--- config.mk ---
export PLATFORM = sky130hd
export DESIGN_NAME = axi4_slave_read_burst_flat
export DESIGN_NICKNAME = d
export VERILOG_FILES = /design/src/rtl/axi4_pkg.sv /design/src/rtl/axi4_slave_read_burst_if.sv /design/src/rtl/axi4_burst_addr_gen.sv /design/src/rtl/axi4_slave_read_burst.sv /design/src/flat_wrapper.sv
export SDC_FILE = /design/constraint.sdc
export NUM_CORES = 1
export LEC_CHECK = 0
export CORE_MARGIN = 2
export CORE_UTILIZATION = 30
export DETAILED_ROUTE_END_ITERATION = 12
export PLACE_DENSITY = 0.54
export SYNTH_ARGS = -nofsm -noshare
export SYNTH_HDL_FRONTEND = slang
export SYNTH_SLANG_ARGS = --single-unit
--- constraint.sdc ---
create_clock -name clk_i -period 11.05 [get_ports clk_i]
set_clock_uncertainty 0.15 [all_clocks]
set_input_delay 2.21 -clock clk_i [delete_from_list [all_inputs] [get_ports clk_i]]
set_output_delay 2.21 -clock clk_i [all_outputs]
set_load 0.05 [all_outputs]
--- src/rtl/axi4_pkg.sv ---
// Shared types and constants for the AXI4 burst slaves: burst encodings,
// response codes and the read-channel state machine states.
package axi4_pkg;

    typedef enum logic [1:0] {
        FIXED = 2'b00,
        INCR  = 2'b01,
        WRAP  = 2'b10,
        RSVD  = 2'b11
    } t_burst;

    typedef enum logic [1:0] {
        IDLE = 2'b00,
        REQ  = 2'b01,
        WAIT = 2'b10,
        RESP = 2'b11
    } t_rd_state;

    localparam logic [1:0] RESP_OKAY   = 2'b00;
    localparam logic [1:0] RESP_SLVERR = 2'b10;

    // WRAP bursts are only defined for 2, 4, 8 or 16 beats.
    function automatic logic wrap_len_ok(input logic [7:0] len);
        return (len == 8'd1) || (len == 8'd3) || (len == 8'd7) || (len == 8'd15);
    endfunction

endpackage

--- src/rtl/axi4_slave_read_burst_if.sv ---
// AXI4 read address and read data channels between interconnect and slave.
// Every channel transfers on the rising edge where VALID and READY are both
// high; a source keeps VALID and its payload stable until that edge.
interface axi4_slave_read_burst_if #(
    parameter int AXI_ADDR_WIDTH = 64,
    parameter int AXI_DATA_WIDTH = 32,
    parameter int AXI_ID_WIDTH   = 4
);
    logic                      AR_VALID;
    logic [AXI_ID_WIDTH-1:0]   AR_ID;
    logic [AXI_ADDR_WIDTH-1:0] AR_ADDR;
    logic [7:0]                AR_LEN;
    logic [2:0]                AR_SIZE;
    logic [1:0]                AR_BURST;
    logic [2:0]                AR_PROT;
    logic                      AR_READY;

    logic                      R_READY;
    logic [AXI_ID_WIDTH-1:0]   R_ID;
    logic [AXI_DATA_WIDTH-1:0] R_DATA;
    logic [1:0]                R_RESP;
    logic                      R_LAST;
    logic                      R_VALID;

    modport slave (
        input  AR_VALID, AR_ID, AR_ADDR, AR_LEN, AR_SIZE, AR_BURST, AR_PROT, R_READY,
        output AR_READY, R_ID, R_DATA, R_RESP, R_LAST, R_VALID
    );

    modport master (
        output AR_VALID, AR_ID, AR_ADDR, AR_LEN, AR_SIZE, AR_BURST, AR_PROT, R_READY,
        input  AR_READY, R_ID, R_DATA, R_RESP, R_LAST, R_VALID
    );
endinterface

--- src/rtl/axi4_burst_addr_gen.sv ---
// Combinational AXI4 burst address arithmetic: step alignment of an address
// and the address of the following beat for FIXED, INCR and WRAP bursts.
module axi4_burst_addr_gen
    import axi4_pkg::*;
#(
    parameter int AXI_ADDR_WIDTH = 64
) (
    input  logic [AXI_ADDR_WIDTH-1:0] addr,
    input  logic [2:0]                size,
    input  logic [7:0]                len,
    input  t_burst                    burst,
    output logic [AXI_ADDR_WIDTH-1:0] aligned_addr,
    output logic [AXI_ADDR_WIDTH-1:0] next_addr
);
    logic [AXI_ADDR_WIDTH-1:0] step;
    logic [AXI_ADDR_WIDTH-1:0] container;
    logic [AXI_ADDR_WIDTH-1:0] wrap_mask;
    logic [AXI_ADDR_WIDTH-1:0] wrap_base;
    logic [AXI_ADDR_WIDTH-1:0] incr_addr;

    always_comb begin
        step         = AXI_ADDR_WIDTH'(1) << size;
        container    = (AXI_ADDR_WIDTH'(len) + AXI_ADDR_WIDTH'(1)) << size;
        wrap_mask    = container - AXI_ADDR_WIDTH'(1);
        wrap_base    = addr & ~wrap_mask;
        incr_addr    = addr + step;
        aligned_addr = addr & ~(step - AXI_ADDR_WIDTH'(1));
        next_addr    = addr;
        case (burst)
            INCR:    next_addr = incr_addr;
            // Low bits roll over inside the container, high bits stay at its base.
            WRAP:    next_addr = wrap_base | (incr_addr & wrap_mask);
            default: next_addr = addr;
        endcase
    end
endmodule

--- src/rtl/axi4_slave_read_burst.sv ---
// AXI4 read slave: takes one AR burst at a time and turns each beat into a
// request/grant/rvalid exchange on a simple memory port, returning R beats.
module axi4_slave_read_burst
    import axi4_pkg::*;
#(
    parameter int AXI_ADDR_WIDTH = 64,
    parameter int AXI_DATA_WIDTH = 32,
    parameter int AXI_ID_WIDTH   = 4
) (
    input  logic                      clk_i,
    input  logic                      arst_i,
    axi4_slave_read_burst_if.slave    axi,
    output logic                      mem_req_o,
    output logic [AXI_ADDR_WIDTH-1:0] mem_addr_o,
    input  logic                      mem_gnt_i,
    input  logic                      mem_rvalid_i,
    input  logic [AXI_DATA_WIDTH-1:0] mem_rdata_i,
    input  logic                      mem_err_i,
    output t_rd_state                 state_o
);
    localparam logic [2:0] MAX_SIZE = 3'($clog2(AXI_DATA_WIDTH / 8));

    t_rd_state                 state_q, state_nxt;
    logic [AXI_ID_WIDTH-1:0]   id_q;
    logic [AXI_ADDR_WIDTH-1:0] addr_q;
    logic [7:0]                len_q;
    logic [2:0]                size_q;
    t_burst                    burst_q;
    logic [7:0]                cnt_q;
    logic                      err_q;
    logic [AXI_DATA_WIDTH-1:0] rdata_q;
    logic [1:0]                resp_q;

    logic                      ar_hs;
    logic                      r_hs;
    logic                      last_beat;
    logic                      ar_illegal;
    t_burst                    ar_burst;

    logic [AXI_ADDR_WIDTH-1:0] gen_addr;
    logic [2:0]                gen_size;
    logic [7:0]                gen_len;
    t_burst                    gen_burst;
    logic [AXI_ADDR_WIDTH-1:0] aligned_addr;
    logic [AXI_ADDR_WIDTH-1:0] next_addr;

    logic                      unused_prot;

    assign unused_prot = ^axi.AR_PROT;
    assign ar_burst    = t_burst'(axi.AR_BURST);
    assign ar_hs       = axi.AR_VALID & axi.AR_READY;
    assign r_hs        = axi.R_VALID & axi.R_READY;
    assign last_beat   = (cnt_q == len_q);
    assign ar_illegal  = (axi.AR_SIZE > MAX_SIZE) || (ar_burst == RSVD) ||
                         ((ar_burst == WRAP) && !wrap_len_ok(axi.AR_LEN));

    // In IDLE the generator aligns the incoming WRAP start address; otherwise
    // it advances the latched beat address.
    always_comb begin
        gen_addr  = addr_q;
        gen_size  = size_q;
        gen_len   = len_q;
        gen_burst = burst_q;
        if (state_q == IDLE) begin
            gen_addr  = axi.AR_ADDR;
            gen_size  = axi.AR_SIZE;
            gen_len   = axi.AR_LEN;
            gen_burst = ar_burst;
        end
    end

    axi4_burst_addr_gen #(
        .AXI_ADDR_WIDTH(AXI_ADDR_WIDTH)
    ) u_addr_gen (
        .addr        (gen_addr),
        .size        (gen_size),
        .len         (gen_len),
        .burst       (gen_burst),
        .aligned_addr(aligned_addr),
        .next_addr   (next_addr)
    );

    always_comb begin
        state_nxt = state_q;
        case (state_q)
            IDLE: if (ar_hs) state_nxt = ar_illegal ? RESP : REQ;
            REQ:  if (mem_gnt_i) state_nxt = WAIT;
            WAIT: if (mem_rvalid_i) state_nxt = RESP;
            // Illegal bursts stay in RESP and emit SLVERR beats without memory access.
            RESP: if (r_hs) state_nxt = last_beat ? IDLE : (err_q ? RESP : REQ);
            default: state_nxt = IDLE;
        endcase
    end

    always_ff @(posedge clk_i) begin
        if (arst_i) begin
            state_q <= IDLE;
            id_q    <= '0;
            addr_q  <= '0;
            len_q   <= '0;
            size_q  <= '0;
            burst_q <= FIXED;
            cnt_q   <= '0;
            err_q   <= 1'b0;
            rdata_q <= '0;
            resp_q  <= RESP_OKAY;
        end else begin
            state_q <= state_nxt;
            case (state_q)
                IDLE: begin
                    if (ar_hs) begin
                        id_q    <= axi.AR_ID;
                        addr_q  <= (ar_burst == WRAP) ? aligned_addr : axi.AR_ADDR;
                        len_q   <= axi.AR_LEN;
                        size_q  <= axi.AR_SIZE;
                        burst_q <= ar_burst;
                        cnt_q   <= '0;
                        err_q   <= ar_illegal;
                        rdata_q <= '0;
                        resp_q  <= ar_illegal ? RESP_SLVERR : RESP_OKAY;
                    end
                end
                WAIT: begin
                    if (mem_rvalid_i) begin
                        rdata_q <= mem_rdata_i;
                        resp_q  <= mem_err_i ? RESP_SLVERR : RESP_OKAY;
                    end
                end
                RESP: begin
                    if (r_hs && !last_beat) begin
                        cnt_q  <= cnt_q + 8'd1;
                        addr_q <= next_addr;
                    end
                end
                default: ;
            endcase
        end
    end

    // AR_READY is masked while reset is held so every output reads zero then.
    assign axi.AR_READY = (state_q == IDLE) && !arst_i;
    assign axi.R_VALID  = (state_q == RESP);
    assign axi.R_LAST   = (state_q == RESP) && last_beat;
    assign axi.R_ID     = id_q;
    assign axi.R_DATA   = rdata_q;
    assign axi.R_RESP   = resp_q;
    assign mem_req_o    = (state_q == REQ);
    assign mem_addr_o   = addr_q;
    assign state_o      = state_q;
endmodule
--- src/flat_wrapper.sv ---
// flat-port wrapper written by rule: the top's interface ports become plain ports
module axi4_slave_read_burst_flat import axi4_pkg::*;
#(
    parameter int AXI_ADDR_WIDTH = 64,
    parameter int AXI_DATA_WIDTH = 32,
    parameter int AXI_ID_WIDTH   = 4
)
  (clk_i, arst_i, mem_req_o, mem_addr_o, mem_gnt_i, mem_rvalid_i, mem_rdata_i, mem_err_i, state_o, axi_AR_VALID, axi_AR_ID, axi_AR_ADDR, axi_AR_LEN, axi_AR_SIZE, axi_AR_BURST, axi_AR_PROT, axi_R_READY, axi_AR_READY, axi_R_ID, axi_R_DATA, axi_R_RESP, axi_R_LAST, axi_R_VALID);
  axi4_slave_read_burst_if #(.AXI_ADDR_WIDTH(AXI_ADDR_WIDTH), .AXI_DATA_WIDTH(AXI_DATA_WIDTH), .AXI_ID_WIDTH(AXI_ID_WIDTH)) axi_i ();
  input  logic clk_i;
  input  logic arst_i;
  output logic mem_req_o;
  output logic [AXI_ADDR_WIDTH-1:0] mem_addr_o;
  input  logic mem_gnt_i;
  input  logic mem_rvalid_i;
  input  logic [AXI_DATA_WIDTH-1:0] mem_rdata_i;
  input  logic mem_err_i;
  output t_rd_state state_o;
  input wire logic [$bits(axi_i.AR_VALID)-1:0] axi_AR_VALID;
  input wire logic [$bits(axi_i.AR_ID)-1:0] axi_AR_ID;
  input wire logic [$bits(axi_i.AR_ADDR)-1:0] axi_AR_ADDR;
  input wire logic [$bits(axi_i.AR_LEN)-1:0] axi_AR_LEN;
  input wire logic [$bits(axi_i.AR_SIZE)-1:0] axi_AR_SIZE;
  input wire logic [$bits(axi_i.AR_BURST)-1:0] axi_AR_BURST;
  input wire logic [$bits(axi_i.AR_PROT)-1:0] axi_AR_PROT;
  input wire logic [$bits(axi_i.R_READY)-1:0] axi_R_READY;
  output wire logic [$bits(axi_i.AR_READY)-1:0] axi_AR_READY;
  output wire logic [$bits(axi_i.R_ID)-1:0] axi_R_ID;
  output wire logic [$bits(axi_i.R_DATA)-1:0] axi_R_DATA;
  output wire logic [$bits(axi_i.R_RESP)-1:0] axi_R_RESP;
  output wire logic [$bits(axi_i.R_LAST)-1:0] axi_R_LAST;
  output wire logic [$bits(axi_i.R_VALID)-1:0] axi_R_VALID;
  assign axi_i.AR_VALID = axi_AR_VALID;
  assign axi_i.AR_ID = axi_AR_ID;
  assign axi_i.AR_ADDR = axi_AR_ADDR;
  assign axi_i.AR_LEN = axi_AR_LEN;
  assign axi_i.AR_SIZE = axi_AR_SIZE;
  assign axi_i.AR_BURST = axi_AR_BURST;
  assign axi_i.AR_PROT = axi_AR_PROT;
  assign axi_i.R_READY = axi_R_READY;
  assign axi_AR_READY = axi_i.AR_READY;
  assign axi_R_ID = axi_i.R_ID;
  assign axi_R_DATA = axi_i.R_DATA;
  assign axi_R_RESP = axi_i.R_RESP;
  assign axi_R_LAST = axi_i.R_LAST;
  assign axi_R_VALID = axi_i.R_VALID;
  axi4_slave_read_burst #(.AXI_ADDR_WIDTH(AXI_ADDR_WIDTH), .AXI_DATA_WIDTH(AXI_DATA_WIDTH), .AXI_ID_WIDTH(AXI_ID_WIDTH)) u_core (.clk_i(clk_i), .arst_i(arst_i), .axi(axi_i), .mem_req_o(mem_req_o), .mem_addr_o(mem_addr_o), .mem_gnt_i(mem_gnt_i), .mem_rvalid_i(mem_rvalid_i), .mem_rdata_i(mem_rdata_i), .mem_err_i(mem_err_i), .state_o(state_o));
endmodule
Word level (Yosys, flattened, before mapping)
Cells that the tools add are included.

storage, ports and cells
  register bits = 126
  bits of input ports = 123
  logic and storage cells = 90

cells by class
  add/subtract/negate cells = 5
  eq/ne operators = 17
  shift operators = 2
  $lt $le $gt $ge = 1
  bitwise operators = 8
  multiplexer cells = 28
  reductions and logical operators = 19

operators by type and width
  cell                   number
  $mux 64                4
  $pmux 64 s2            2
  $and 64x64->64         3
  $not 64->64            2
  $sub 64x1->64 const B  2
  $add 64x64->64         1
  $mux 32                2
  $or 64x64->64          1
  $pmux 32 s2            1
  $shl 1x3->64 const A   1
  $shl 9x3->64           1
  $mux 2                 12
  $mux 8                 3
  $pmux 8 s2             1
  $eq 2x2->1 const B     5
  $add 8x1->9 const B    1
  $add 8x1->8 const B    1
  $eq 8x1->1 const B     1
  $eq 8x2->1 const B     1
  $eq 8x3->1 const B     1
  $eq 8x4->1 const B     1
  $eq 8x8->1             1
  $pmux 2 s4             1
  $ne 2x2->1 const B     3
  14 further kinds       28

Depth between registers and ports, before layout
  word-level depth = 11
  gate-level depth with buffers = 28
  depth with buffers taken out = 19

By module
From an unflattened synthesis, not the netlist that was laid out.

second synthesis, totals
  cell total of the unflattened synthesis = 1568
  area total of the unflattened synthesis = 11549.8 sq um

modules (own cells, without submodules)
  module                 cells each  seq. area each (sq um)  times used  area each (sq um)
  axi4_slave_read_burst  808         2502.4                  1           7014.2
  axi4_burst_addr_gen    760         0.0                     1           4535.6

Least setup slack after synthesis
Ideal clock, no wire load.

  path type = register to register
  from = register u_core.state_q[0] (netlist: u_core.state_o[0])
  to = register u_core.addr_q[15] (netlist: u_core.mem_addr_o[15])
  period minus slack after synthesis = 6.265 ns
  required time = 10.822 ns
  data arrival time = 6.037 ns
  stages on the path, launching flop included = 26
  setup slack = 4.785 ns
  path buffers = 8
  cell sequence = dfxtp_1 -> buf_4 -> buf_6 -> nor2_4 -> buf_2 -> buf_2 -> buf_2 -> buf_1 -> clkbuf_1 -> buf_1 -> nand2_1 -> nand2_1 -> ha_1 -> nand3_1 -> o22ai_1 -> xor2_1 -> o22ai_1 -> a221oi_1 -> nor4_2 -> o211ai_1 -> nor2_1 -> ha_1 -> a2111oi_0 -> o21ai_0 -> o22a_1 -> nor3_1

on the way
  cells in the longest elaborated chain, start to end = 11
  elaborated cells between the ends (all ways) = 33
  classes of those cells = add/sub (4); eq/ne (5); shift (2); mux (9); bitwise (8); reduce/logical (5)

ends and longest elaborated chain
  what                    line                                                                                     text
  from (decl)             axi4_slave_read_burst.sv:23                                                              t_rd_state state_q, state_nxt;
  from (signal assigned)  axi4_slave_read_burst.sv:108                                                             state_q <= state_nxt;
  $logic_not 2->1         axi4_slave_read_burst.sv:64, axi4_slave_read_burst.sv:109, axi4_slave_read_burst.sv:141
  $mux 8                  axi4_slave_read_burst.sv:64                                                              if (state_q == IDLE) begin
  $add 8x1->9             axi4_burst_addr_gen.sv:23                                                                container = (AXI_ADDR_WIDTH'(len) + AXI_ADDR_WIDTH'(1)) << size;
  $shl 9x3->64            axi4_burst_addr_gen.sv:23
  $sub 64x1->64           axi4_burst_addr_gen.sv:24                                                                wrap_mask = container - AXI_ADDR_WIDTH'(1);
  $not 64->64             axi4_burst_addr_gen.sv:25                                                                wrap_base = addr & ~wrap_mask;
  $and 64x64->64          axi4_burst_addr_gen.sv:25
  $or 64x64->64           axi4_burst_addr_gen.sv:32                                                                WRAP: next_addr = wrap_base | (incr_addr & wrap_mask);
  $pmux 64 s2             axi4_burst_addr_gen.sv:29                                                                case (burst)
  $mux 64                 axi4_slave_read_burst.sv:130                                                             if (r_hs && !last_beat) begin
  $pmux 64 s2             axi4_slave_read_burst.sv:109                                                             case (state_q)
  to (signal assigned)    axi4_slave_read_burst.sv:113                                                             addr_q <= (ar_burst == WRAP) ? aligned_addr : axi.AR_ADDR;
  to (signal assigned)    axi4_slave_read_burst.sv:132                                                             addr_q <= next_addr;
  to (decl)               axi4_slave_read_burst.sv:25                                                              logic [AXI_ADDR_WIDTH-1:0] addr_q;

Several ways; a longest one is shown, not always the timed one. The select of a mux whose other input is x is not followed.
A chain may end at the register's enable or synchronous reset.

Worst setup path in the final report
  from = input axi_AR_LEN[0]
  to = register u_core.addr_q[62] (netlist: u_core.mem_addr_o[62])

on the way
  cells in the longest elaborated chain, start to end = 10
  elaborated cells between the ends (all ways) = 11
  classes of those cells = add/sub (2); shift (1); mux (4); bitwise (4)

ends and longest elaborated chain
  what             line                          text
  from (decl)      flat_wrapper.sv:22            input wire logic [$bits(axi_i.AR_LEN)-1:0] axi_AR_LEN;
  $mux 8 *         axi4_slave_read_burst.sv:64
  $add 8x1->9 *    axi4_burst_addr_gen.sv:23
  $shl 9x3->64 *   axi4_burst_addr_gen.sv:23
  $sub 64x1->64 *  axi4_burst_addr_gen.sv:24
  $not 64->64      axi4_burst_addr_gen.sv:25
  $and 64x64->64   axi4_burst_addr_gen.sv:25
  $or 64x64->64 *  axi4_burst_addr_gen.sv:32
  $pmux 64 s2 *    axi4_burst_addr_gen.sv:29
  $mux 64 *        axi4_slave_read_burst.sv:130
  $pmux 64 s2 *    axi4_slave_read_burst.sv:109

Every way passes the cells marked *; elsewhere a longest branch is shown, timed or not. The select of a mux whose other input is x is not followed.

==> metrics.md <==
| Metric | Value |
|---|---|
| Core area | approximately 38,000 sq um |
| Routability Congestion | roughly 0.93 |
| Vias post-DR | 14,063 |
| IO Count | around 230 |
| Clock sinks | between 100 and 150 |
| Placed Instances | approximately 2,300 |
| Mapped Cells | 1,639 |
| Largest cells by area after synthesis | dfxtp_1, nand2_1, a21oi_1 |
| H-tree depth | 4 |
| Async S/R FF share, synth | 0 |
| CTS Buffer Depth | 2 |
| CP startpoint kind | input port |
| CTS tree | built |
| Final hold vios | 0 |
| Final setup vio count | 0 |
| Hold Path Stages | 2 |
| Root Buffer Master | clkbuf_16 |
| Vias in the first global route | 12,850 |
| DRC viols | 0 |
| Clk_lat worst skew | 460 ps |
| Detail Placement HPWL | 37,000 um |
| Critical path class | input port to flop |
| Avg WL per Cell | 23.7 um |
| Syn_area_per_cell | approximately 7 sq um |
| Post-detailed-route count of antenna-violating nets | 0 |
| Worst Path Required | roughly 11,000 ps |
| Fin cells | 2,317 |
| Via-per-instance ratio | ~6.1 |
| Status | finished clean |
| Synth top area share | 0.218 |
| Net Switching | around 0.0014 W |
| Distinct cells, synth | 100 |
| Post-CTS Setup Bufs | 0 |
| Dpl ws | around 3200 ps |
| Post-synthesis sequential area ratio | 0.218 |
| Worst vdd ir | ~0.00012 V |
| Fillcell total | between 3,000 and 4,000 |
| Arrival @ worst endpoint | 7650 ps |
| CP max FO | 10 |
| IO Port Bufs | about 230 |
| Top achievable clock speed | between 100 and 150 MHz |
| First-pass GRT wire length | approximately 80,000 um |
| Cell area after synthesis | around 12,000 sq um |
| R2R depth | 17 |
| Placement Rows | just over 70 |
| PnR worst setup slack | approximately 3500 ps |
| Tmin final | about 7500 ps |
| Syn_nets | ~1,800 |
| MaxCap Viol Count | 0 |
| Pin count of the biggest net entering global routing | 89 |
| Combinational Power Share | 0.575 |
| Seq. cell area | 2500 sq um |
| Gr ovfl total | 0 |
| Violation count after the first detailed-routing iteration | 1,494 |
| Synth Register Bits | between 100 and 150 |
| EDFF count, synth | 0 |
| Initial antenna violation count | 1 |
| Clock share of power | 0.214 |
| Routed WL | around 55,000 um |
| Initial Util | 0.305 |
| Final Cycle Share | 0.680 |
| Reg power frac | 0.211 |
| Total track usage | 0.267 |
| Leak pwr | between 5 and 6 nW |
| Yosys warning count | 0 |
| Chip height | roughly 200 um |
| Largest area contributor in the netlist | dfxtp_1 |
| Post-CTS Hold Buffers | 0 |
| Post-cts sizing count | 0 |
| PwrDens | between 150 and 200 nW/um^2 |
| Worst-margin pin slew | between 1000 and 1500 ps |
| Sw Share | 0.514 |
| Commonest non-fill, non-tap cell in the layout | nand2_1 |
| Endpoint class of the critical path | flop |
| Commonest cells after routing, fill and taps aside | nand2_1, clkdlybuf4s50_1, nor2_1 |
| CTS clk-pin slew, worst paths | roughly 60 ps |
| Die X | roughly 200 um |
| Layout cells sized above 1 | 0.0798 |
| Nets | approximately 1,900 |
| Max_slew headroom | 0.207 |
| Top FF cell, synth | dfxtp_1 |
| CTS buffer count | 17 |
| TNS Setup | 0 ps |
| Max Slew Vio Count | 0 |
| RSZ-0062 raised after global routing | no |
| Hold_ws | between 200 and 300 ps |
| Pint | between 0.001 and 0.0015 W |
| Router iterations before antenna repair | 6 |
| Min-Delay Path Class | flop to flop |
| DIE AREA | between 30,000 and 40,000 sq um |
| Area of the multi-input gates | around 8400 sq um |
| Syn-to-layout area delta | 27.9% |
## final timing paths
kind | from | endpoint | slack (ps)
max | axi_AR_LEN[0] | u_core.mem_addr_o[62]$_SDFFE_PP0P_ | 3540
min | u_core.axi.R_DATA[26]$_SDFFE_PP0P_ | u_core.axi.R_DATA[26]$_SDFFE_PP0P_ | 300
max reg2reg | u_core.state_o[1]$_SDFFE_PP0P_ | u_core.mem_addr_o[56]$_SDFFE_PP0P_ | 4810
min reg2reg | u_core.axi.R_DATA[26]$_SDFFE_PP0P_ | u_core.axi.R_DATA[26]$_SDFFE_PP0P_ | 300
## synthesized netlist by cell type, drive strengths merged, types with 19 or more instances
cell / number
nand2: 266
nor2: 157
a21oi: 125
dfxtp: 125
o21ai: 113
clkbuf: 84
nand3: 84
mux2i: 57
nor3: 45
buf: 34
a31oi: 26
o211ai: 26
inv: 23
xor2: 23
nand2b: 22
a211oi: 19
## metrics by stage
stage,util,power [W],cell area [sq um]
floorplan,-,0.00157,11500
CTS,0.390,0.00265,14700
global route,0.390,0.00280,14700
detailed placement,0.375,0.00207,14200
global placement,0.375,0.00207,14200
finish,0.390,0.00268,14700
## power groups by stage
| stage | sequential, W | combinational [W] | clock [W] |
|---|---|---|---|
| final | 0.000564 | 0.00154 | 0.000574 |
| after global placement | 0.000572 | 0.00150 | 0 |
| after detailed placement | 0.000571 | 0.00150 | 0 |
| after CTS | 0.000562 | 0.00151 | 0.000584 |
| after floorplan | 0.000693 | 0.000881 | 0 |
| after global routing | 0.000571 | 0.00163 | 0.000598 |
## critical path, stage by stage
cell and delay [ps]:
clkdlybuf4s50_1 540, or3b_2 500, and2_1 210, inv_1 90, ha_1 280, o21a_1 260
o32ai_1 120, a221oi_1 710, a31oi_1 360, nor4_4 520, and4_1 830, o21ai_1 490
o21ai_0 390, a211oi_1 120
## flip-flops by register name (all words and copies together), names as in the netlist
register / cells
u_core.err_q: 1
u_core.size_q: 3
u_core.axi.R_RESP: 1
u_core.state_o: 2
u_core.burst_q: 2
u_core.len_q: 8
u_core.mem_addr_o: 64
u_core.cnt_q: 8
u_core.axi.R_DATA: 32
u_core.axi.R_ID: 4
## metal layers
metal | wire [um] | track usage
met1 | 23300 | 0.357
met2 | 24700 | 0.419
met3 | 4680 | 0.0489
met4 | 2130 | 0.117
met5 | 0 | 0
## cell type report
cell class,count,share of cell area
clock buffer,17,0.0289
clock inverter,15,0.00935
tap,511,0.0434
antenna,1,0.000170
multi-input combinational,1372,0.574
timing repair buffer,252,0.168
inverter,24,0.00612
sequential,125,0.170
## cells by family (layout without fill, tap and decap cells)
group           count (synthesis)  in the layout  share of synthesized area
compound gates                534            534                      0.321
xor+xnor                       34             34                     0.0259
fa+ha+maj                      17             17                     0.0191
buf+inv                       142            308                     0.0524
flops                         125            125                      0.218
mux                            70             70                     0.0623
other cells                     1              2                   0.000326
simple gates                  716            716                      0.302
(Power assumes the default switching activity.)
